<file path="src/rtl/ntt_ctrl.sv">
// ntt_ctrl: in-place radix-2 DIT NTT sequencer, one butterfly per cycle.
// Define NTT_INV_EN to add the inverse input and the inverse-twiddle MSB.
module ntt_ctrl #(
    parameter int LOG_N = 10,
`ifdef NTT_INV_EN
    localparam int TW_W = LOG_N
`else
    localparam int TW_W = LOG_N - 1
`endif
) (
    input  logic             clk,
    input  logic             rst,
    input  logic             start,
`ifdef NTT_INV_EN
    input  logic             inverse,
`endif
    output logic             busy,
    output logic             done,
    output logic [LOG_N-1:0] stage,
    output logic             rd_en,
    output logic [LOG_N-1:0] rd_addr_u,
    output logic [LOG_N-1:0] rd_addr_v,
    output logic [TW_W-1:0]  tw_addr,
    output logic             wr_en,
    output logic [LOG_N-1:0] wr_addr_u,
    output logic [LOG_N-1:0] wr_addr_v
);

    localparam int ADDR_W = LOG_N;
    localparam int TL     = LOG_N - 1;

    localparam logic [ADDR_W-1:0] ONE    = ADDR_W'(1);
    localparam logic [ADDR_W-1:0] B_LAST = ADDR_W'((1 << (LOG_N - 1)) - 1);
    localparam logic [ADDR_W-1:0] S_LAST = ADDR_W'(LOG_N - 1);

    typedef enum logic [1:0] {
        IDLE,
        RUN,
        DRAIN,
        DONE
    } state_e;

    state_e            state_q;
    logic [ADDR_W-1:0] s_q;
    logic [ADDR_W-1:0] s_d;
    logic [ADDR_W-1:0] b_q;
    logic [ADDR_W-1:0] b_d;
    logic              busy_q;
    logic              done_q;
    logic              rd_en_q;
    logic              wr_en_q;
    logic [ADDR_W-1:0] rd_u_q;
    logic [ADDR_W-1:0] rd_v_q;
    logic [ADDR_W-1:0] wr_u_q;
    logic [ADDR_W-1:0] wr_v_q;
    logic [TL-1:0]     tw_q;

    logic [ADDR_W-1:0] half_d;
    logic [ADDR_W-1:0] k_d;
    logic [ADDR_W-1:0] u_d;
    logic [ADDR_W-1:0] v_d;
    logic [TL-1:0]     tw_d;

    // Butterfly index that will be presented in the next cycle.
    always_comb begin
        s_d = '0;
        b_d = '0;
        unique case (state_q)
            IDLE: begin
                s_d = '0;
                b_d = '0;
            end
            RUN: begin
                s_d = s_q;
                b_d = (b_q == B_LAST) ? b_q : b_q + ONE;
            end
            DRAIN: begin
                s_d = (s_q == S_LAST) ? s_q : s_q + ONE;
                b_d = (s_q == S_LAST) ? b_q : '0;
            end
            DONE: begin
                s_d = '0;
                b_d = '0;
            end
        endcase
    end

    always_comb begin
        half_d = ONE << s_d;
        k_d    = b_d & (half_d - ONE);
        u_d    = ((b_d >> s_d) << (s_d + ONE)) | k_d;
        v_d    = u_d + half_d;
        tw_d   = TL'(k_d << (S_LAST - s_d));
    end

`ifdef NTT_INV_EN
    logic inv_q;

    always_ff @(posedge clk) begin
        if (rst) begin
            inv_q <= 1'b0;
        end else if (state_q == IDLE && start) begin
            inv_q <= inverse;
        end
    end

    assign tw_addr = {inv_q, tw_q};
`else
    assign tw_addr = tw_q;
`endif

    always_ff @(posedge clk) begin
        if (rst) begin
            state_q <= IDLE;
            s_q     <= '0;
            b_q     <= '0;
            busy_q  <= 1'b0;
            done_q  <= 1'b0;
            rd_en_q <= 1'b0;
            wr_en_q <= 1'b0;
            rd_u_q  <= '0;
            rd_v_q  <= '0;
            wr_u_q  <= '0;
            wr_v_q  <= '0;
            tw_q    <= '0;
        end else begin
            done_q  <= 1'b0;
            wr_en_q <= rd_en_q;
            wr_u_q  <= rd_u_q;
            wr_v_q  <= rd_v_q;
            s_q     <= s_d;
            b_q     <= b_d;
            unique case (state_q)
                IDLE: begin
                    if (start) begin
                        state_q <= RUN;
                        busy_q  <= 1'b1;
                        rd_en_q <= 1'b1;
                        rd_u_q  <= u_d;
                        rd_v_q  <= v_d;
                        tw_q    <= tw_d;
                    end
                end
                RUN: begin
                    if (b_q == B_LAST) begin
                        state_q <= DRAIN;
                        rd_en_q <= 1'b0;
                    end else begin
                        rd_u_q <= u_d;
                        rd_v_q <= v_d;
                        tw_q   <= tw_d;
                    end
                end
                DRAIN: begin
                    // Bubble lets the stage's last write retire before reads.
                    if (s_q == S_LAST) begin
                        state_q <= DONE;
                        done_q  <= 1'b1;
                    end else begin
                        state_q <= RUN;
                        rd_en_q <= 1'b1;
                        rd_u_q  <= u_d;
                        rd_v_q  <= v_d;
                        tw_q    <= tw_d;
                    end
                end
                DONE: begin
                    state_q <= IDLE;
                    busy_q  <= 1'b0;
                    rd_u_q  <= '0;
                    rd_v_q  <= '0;
                    tw_q    <= '0;
                end
            endcase
        end
    end

    assign busy      = busy_q;
    assign done      = done_q;
    assign stage     = s_q;
    assign rd_en     = rd_en_q;
    assign rd_addr_u = rd_u_q;
    assign rd_addr_v = rd_v_q;
    assign wr_en     = wr_en_q;
    assign wr_addr_u = wr_u_q;
    assign wr_addr_v = wr_v_q;

endmodule
</file>
<file path="config.mk">
export PLATFORM = sky130hd
export DESIGN_NAME = ntt_ctrl
export DESIGN_NICKNAME = d
export VERILOG_FILES = /design/src/rtl/ntt_ctrl.sv
export SDC_FILE = /design/constraint.sdc
export NUM_CORES = 1
export LEC_CHECK = 0
export CAP_MARGIN = 40
export CORE_UTILIZATION = 55
export CTS_BUF_LIST = sky130_fd_sc_hd__clkbuf_8
export DETAILED_ROUTE_END_ITERATION = 7
export GPL_TIMING_DRIVEN = 1
export PLACE_DENSITY = 0.79
export SYNTH_ARGS = -nofsm -noshare
export SYNTH_HDL_FRONTEND = slang
export SYNTH_SLANG_ARGS = --single-unit
</file>
<file path="constraint.sdc">
create_clock -name clk -period 6.02 [get_ports clk]
set_input_delay 0.903 -clock clk [delete_from_list [all_inputs] [get_ports clk]]
set_output_delay 0.903 -clock clk [all_outputs]
set_load 0.01 [all_outputs]
</file>
==> summary.txt <==
Pwr
  – P per Cell Area: 157 mW/mm^2
  – VDD IR-drop max: 108 uV
  – Final Power: 0.984 mW
  – Leakage: 2.49 nW

Floorplan
  – Die height: 100 um
  – Core ar.: 0.00928 mm^2
  – Die span in x: 100 um
  – Num rows: 35
  – DIE AREA: 0.0100 mm^2
  – Initial Utilization: 56.9%
  – Top Ports: 66

Synth
  – Synth Cell Area: 0.00528 mm^2
  – Top cell type's share of synthesized area: 28.4%
  – Post-Synthesis Cells: 680
  – Number of synthesized register bits: 75
  – Top cells by area, synth: dfxtp_1, nor2_1, nand2_1
  – Ys Warns: 0
  – Synthesized area per cell: 7.77 um^2
  – Top_reg_cell synth: dfxtp_1
  – Post-synth EDFFs: 0
  – Post-synthesis sequential area ratio: 28.4%
  – Post-Syn Nets: 700
  – Yosys cell types: 89
  – Leading area contributor after synthesis: dfxtp_1
  – Ys async rst share: 0%

Place
  – Dpl ws: 0.408 ns
  – GP Congestion: 1.03
  – Final HPWL DP: 13,300 um
  – IO buf count: 65

Routing
  – DR pass1 iterations: 5
  – Routed Antenna Nets: 0
  – Vias post-DR: 5,561
  – Routed wire per std cell: 20.4 um
  – Vias per Instance: 6.38
  – Drt total wl: 17,800 um
  – Initial drt markers: 496
  – DR DRC count: 0

Global routing
  – Gr ovfl total: 0
  – Total GRT Usage: 36.5%
  – Vias in the first global route: 5,340
  – First-pass GRT wire length: 28,400 um
  – Antenna violations before repair: 0
  – Largest net degree at the start of global routing: 43

Setup path
  – Crit path DAT: 5.98 ns
  – Req. time, crit path: 6.28 ns
  – Critical path type: register to register
  – Worst setup SP type: register
  – Crit. End Element: register
  – CP Max Fanout: 9

Timing
  – Final Max Slew Viols: 0
  – Worst Slack Setup Final: 0.304 ns
  – Worst-Margin Slew: 0.867 ns
  – Slew margin rel.: 42.0%
  – Peak Freq: 175 MHz
  – Final worst path period share: 95.0%
  – Final Hold Fails: 0
  – RSZ-0062 raised after global routing: false
  – Minimum clock period: 5.72 ns
  – Setup Total Neg Slack: 0 ns
  – Clock skew after layout: 0.00844 ns
  – Final setup viols: 0

Finish
  – P&R area growth vs syn: 18.9%
  – Commonest non-fill, non-tap cells in the layout: dfxtp_1, nor2_1, nand2_1, clkdlybuf4s50_1, nand3_1
  – Layout cells sized above 1: 10.1%
  – ANT cells: 0
  – Commonest non-fill, non-tap cell in the layout: dfxtp_1
  – Nets: 758

Status
  – Outcome: completed

CTS
  – Cts bufs inserted: 9
  – Post-CTS Hold Buffers: 0
  – Root buffer cell: clkbuf_8
  – Clock-pin slew on the worst setup and hold paths: 0.10 ns
  – Clock Latency Late Sink: 0.36 ns
  – CTS tree: built
  – Clock buffer depth: 2
  – Htree depth: 3
  – Clk sinks: 75

Worst hold path
  – Hold Crit Class: register to register

Run
  – Max cap viols: 0
-- cell type report --
class / count / area, um^2
fill: 819 / 3010
inverter: 19 / 77.6
tap: 129 / 161
clock buffer: 9 / 124
multi-input combinational: 541 / 3490
clock inverter: 7 / 70.1
sequential: 75 / 1500
timing repair buffer: 92 / 848
-- cells in the mapped netlist, drive strengths merged (8+ instances only) --
library cell	count
nor2b	27
xnor2	17
o31ai	10
nand2	65
inv	17
a22oi	11
clkbuf	25
and2	9
buf	20
nand3	41
o22ai	8
ha	16
a21oi	32
a211oi	8
nor2	70
dfxtp	75
mux2i	13
nand4	10
o211ai	11
and3	8
a31oi	8
o21ai	33
nor3	17
-- routing by layer --
metal | track usage (%) | share of wire (%) | vias up
met5 | 0 | 0 | -
li1 | - | - | 2625
met2 | 58.8 | 46 | 270
met4 | 15.6 | 3.7 | 0
met3 | 4.94 | 7.8 | 57
met1 | 49.0 | 43 | 2609
-- state kept, by name (all words and copies together), names as in the netlist, 2 cells and up --
name       cells
rd_addr_v     10
stage         10
rd_addr_u     10
wr_addr_v     10
state_q        2
tw_addr        9
wr_addr_u     10
b_q           10
-- per-stage QoR --
stage	utilization (%)	area, um^2	instances	hold WS [ns]
after floorplan	-	5280	680	0.481
after global placement	65.3	6070	855	0.448
after detailed placement	65.4	6070	856	0.457
after CTS	67.5	6270	872	0.470
after global routing	67.6	6280	872	0.497
final	67.6	6280	872	0.469
-- cells by family after synthesis --
| logic type | after synthesis | synth area share, % |
|---|---|---|
| xor+xnor | 22 | 3.79 |
| fa+ha+maj | 17 | 4.17 |
| buf+inv | 64 | 5.66 |
| flops | 75 | 28.4 |
| compound gates | 191 | 25.3 |
| simple gates | 294 | 29.2 |
| mux | 17 | 3.46 |
-- critical path: stages (launching register included) --
cell	delay, ns
dfxtp_1	0.51
ha_1	0.30
nand3_1	0.23
o211a_1	0.28
a211oi_1	0.33
nor4bb_1	0.35
buf_4	0.22
and3_2	0.28
nand3_1	0.18
ha_1	0.36
buf_4	0.19
xnor2_2	0.25
nand2_1	0.08
o21ai_0	0.08
ha_1	0.30
a21oi_1	0.21
o21bai_1	0.09
a21oi_1	0.23
o21ai_0	0.20
a21o_1	0.22
a21oi_1	0.18
xnor2_1	0.11
and3_1	0.19
a211o_1	0.25
-- report_power, final --
part / switching, mW / internal (mW) / leakage [nW]
sequential: 0.00582 / 0.502 / 0.607
combinational: 0.0504 / 0.0290 / 1.79
clock: 0.236 / 0.161 / 0.0951
-- path summary, 6_finish.rpt --
path / depth (start not counted) / slack [ns] / end / start
worst max-delay path: 23 / 0.30 / rd_addr_v[9] / stage[1]
worst min register to register: 2 / 0.47 / tw_addr[3] / tw_addr[3]
worst min-delay path: 2 / 0.47 / tw_addr[3] / tw_addr[3]
worst max register to register: 23 / 0.30 / rd_addr_v[9] / stage[1]
-- repair_timing --
item,CTS,global route
setup endpoints to repair,0,1
resized for setup,0,3
buffers inserted,0,0
(Power assumes the default switching activity.)
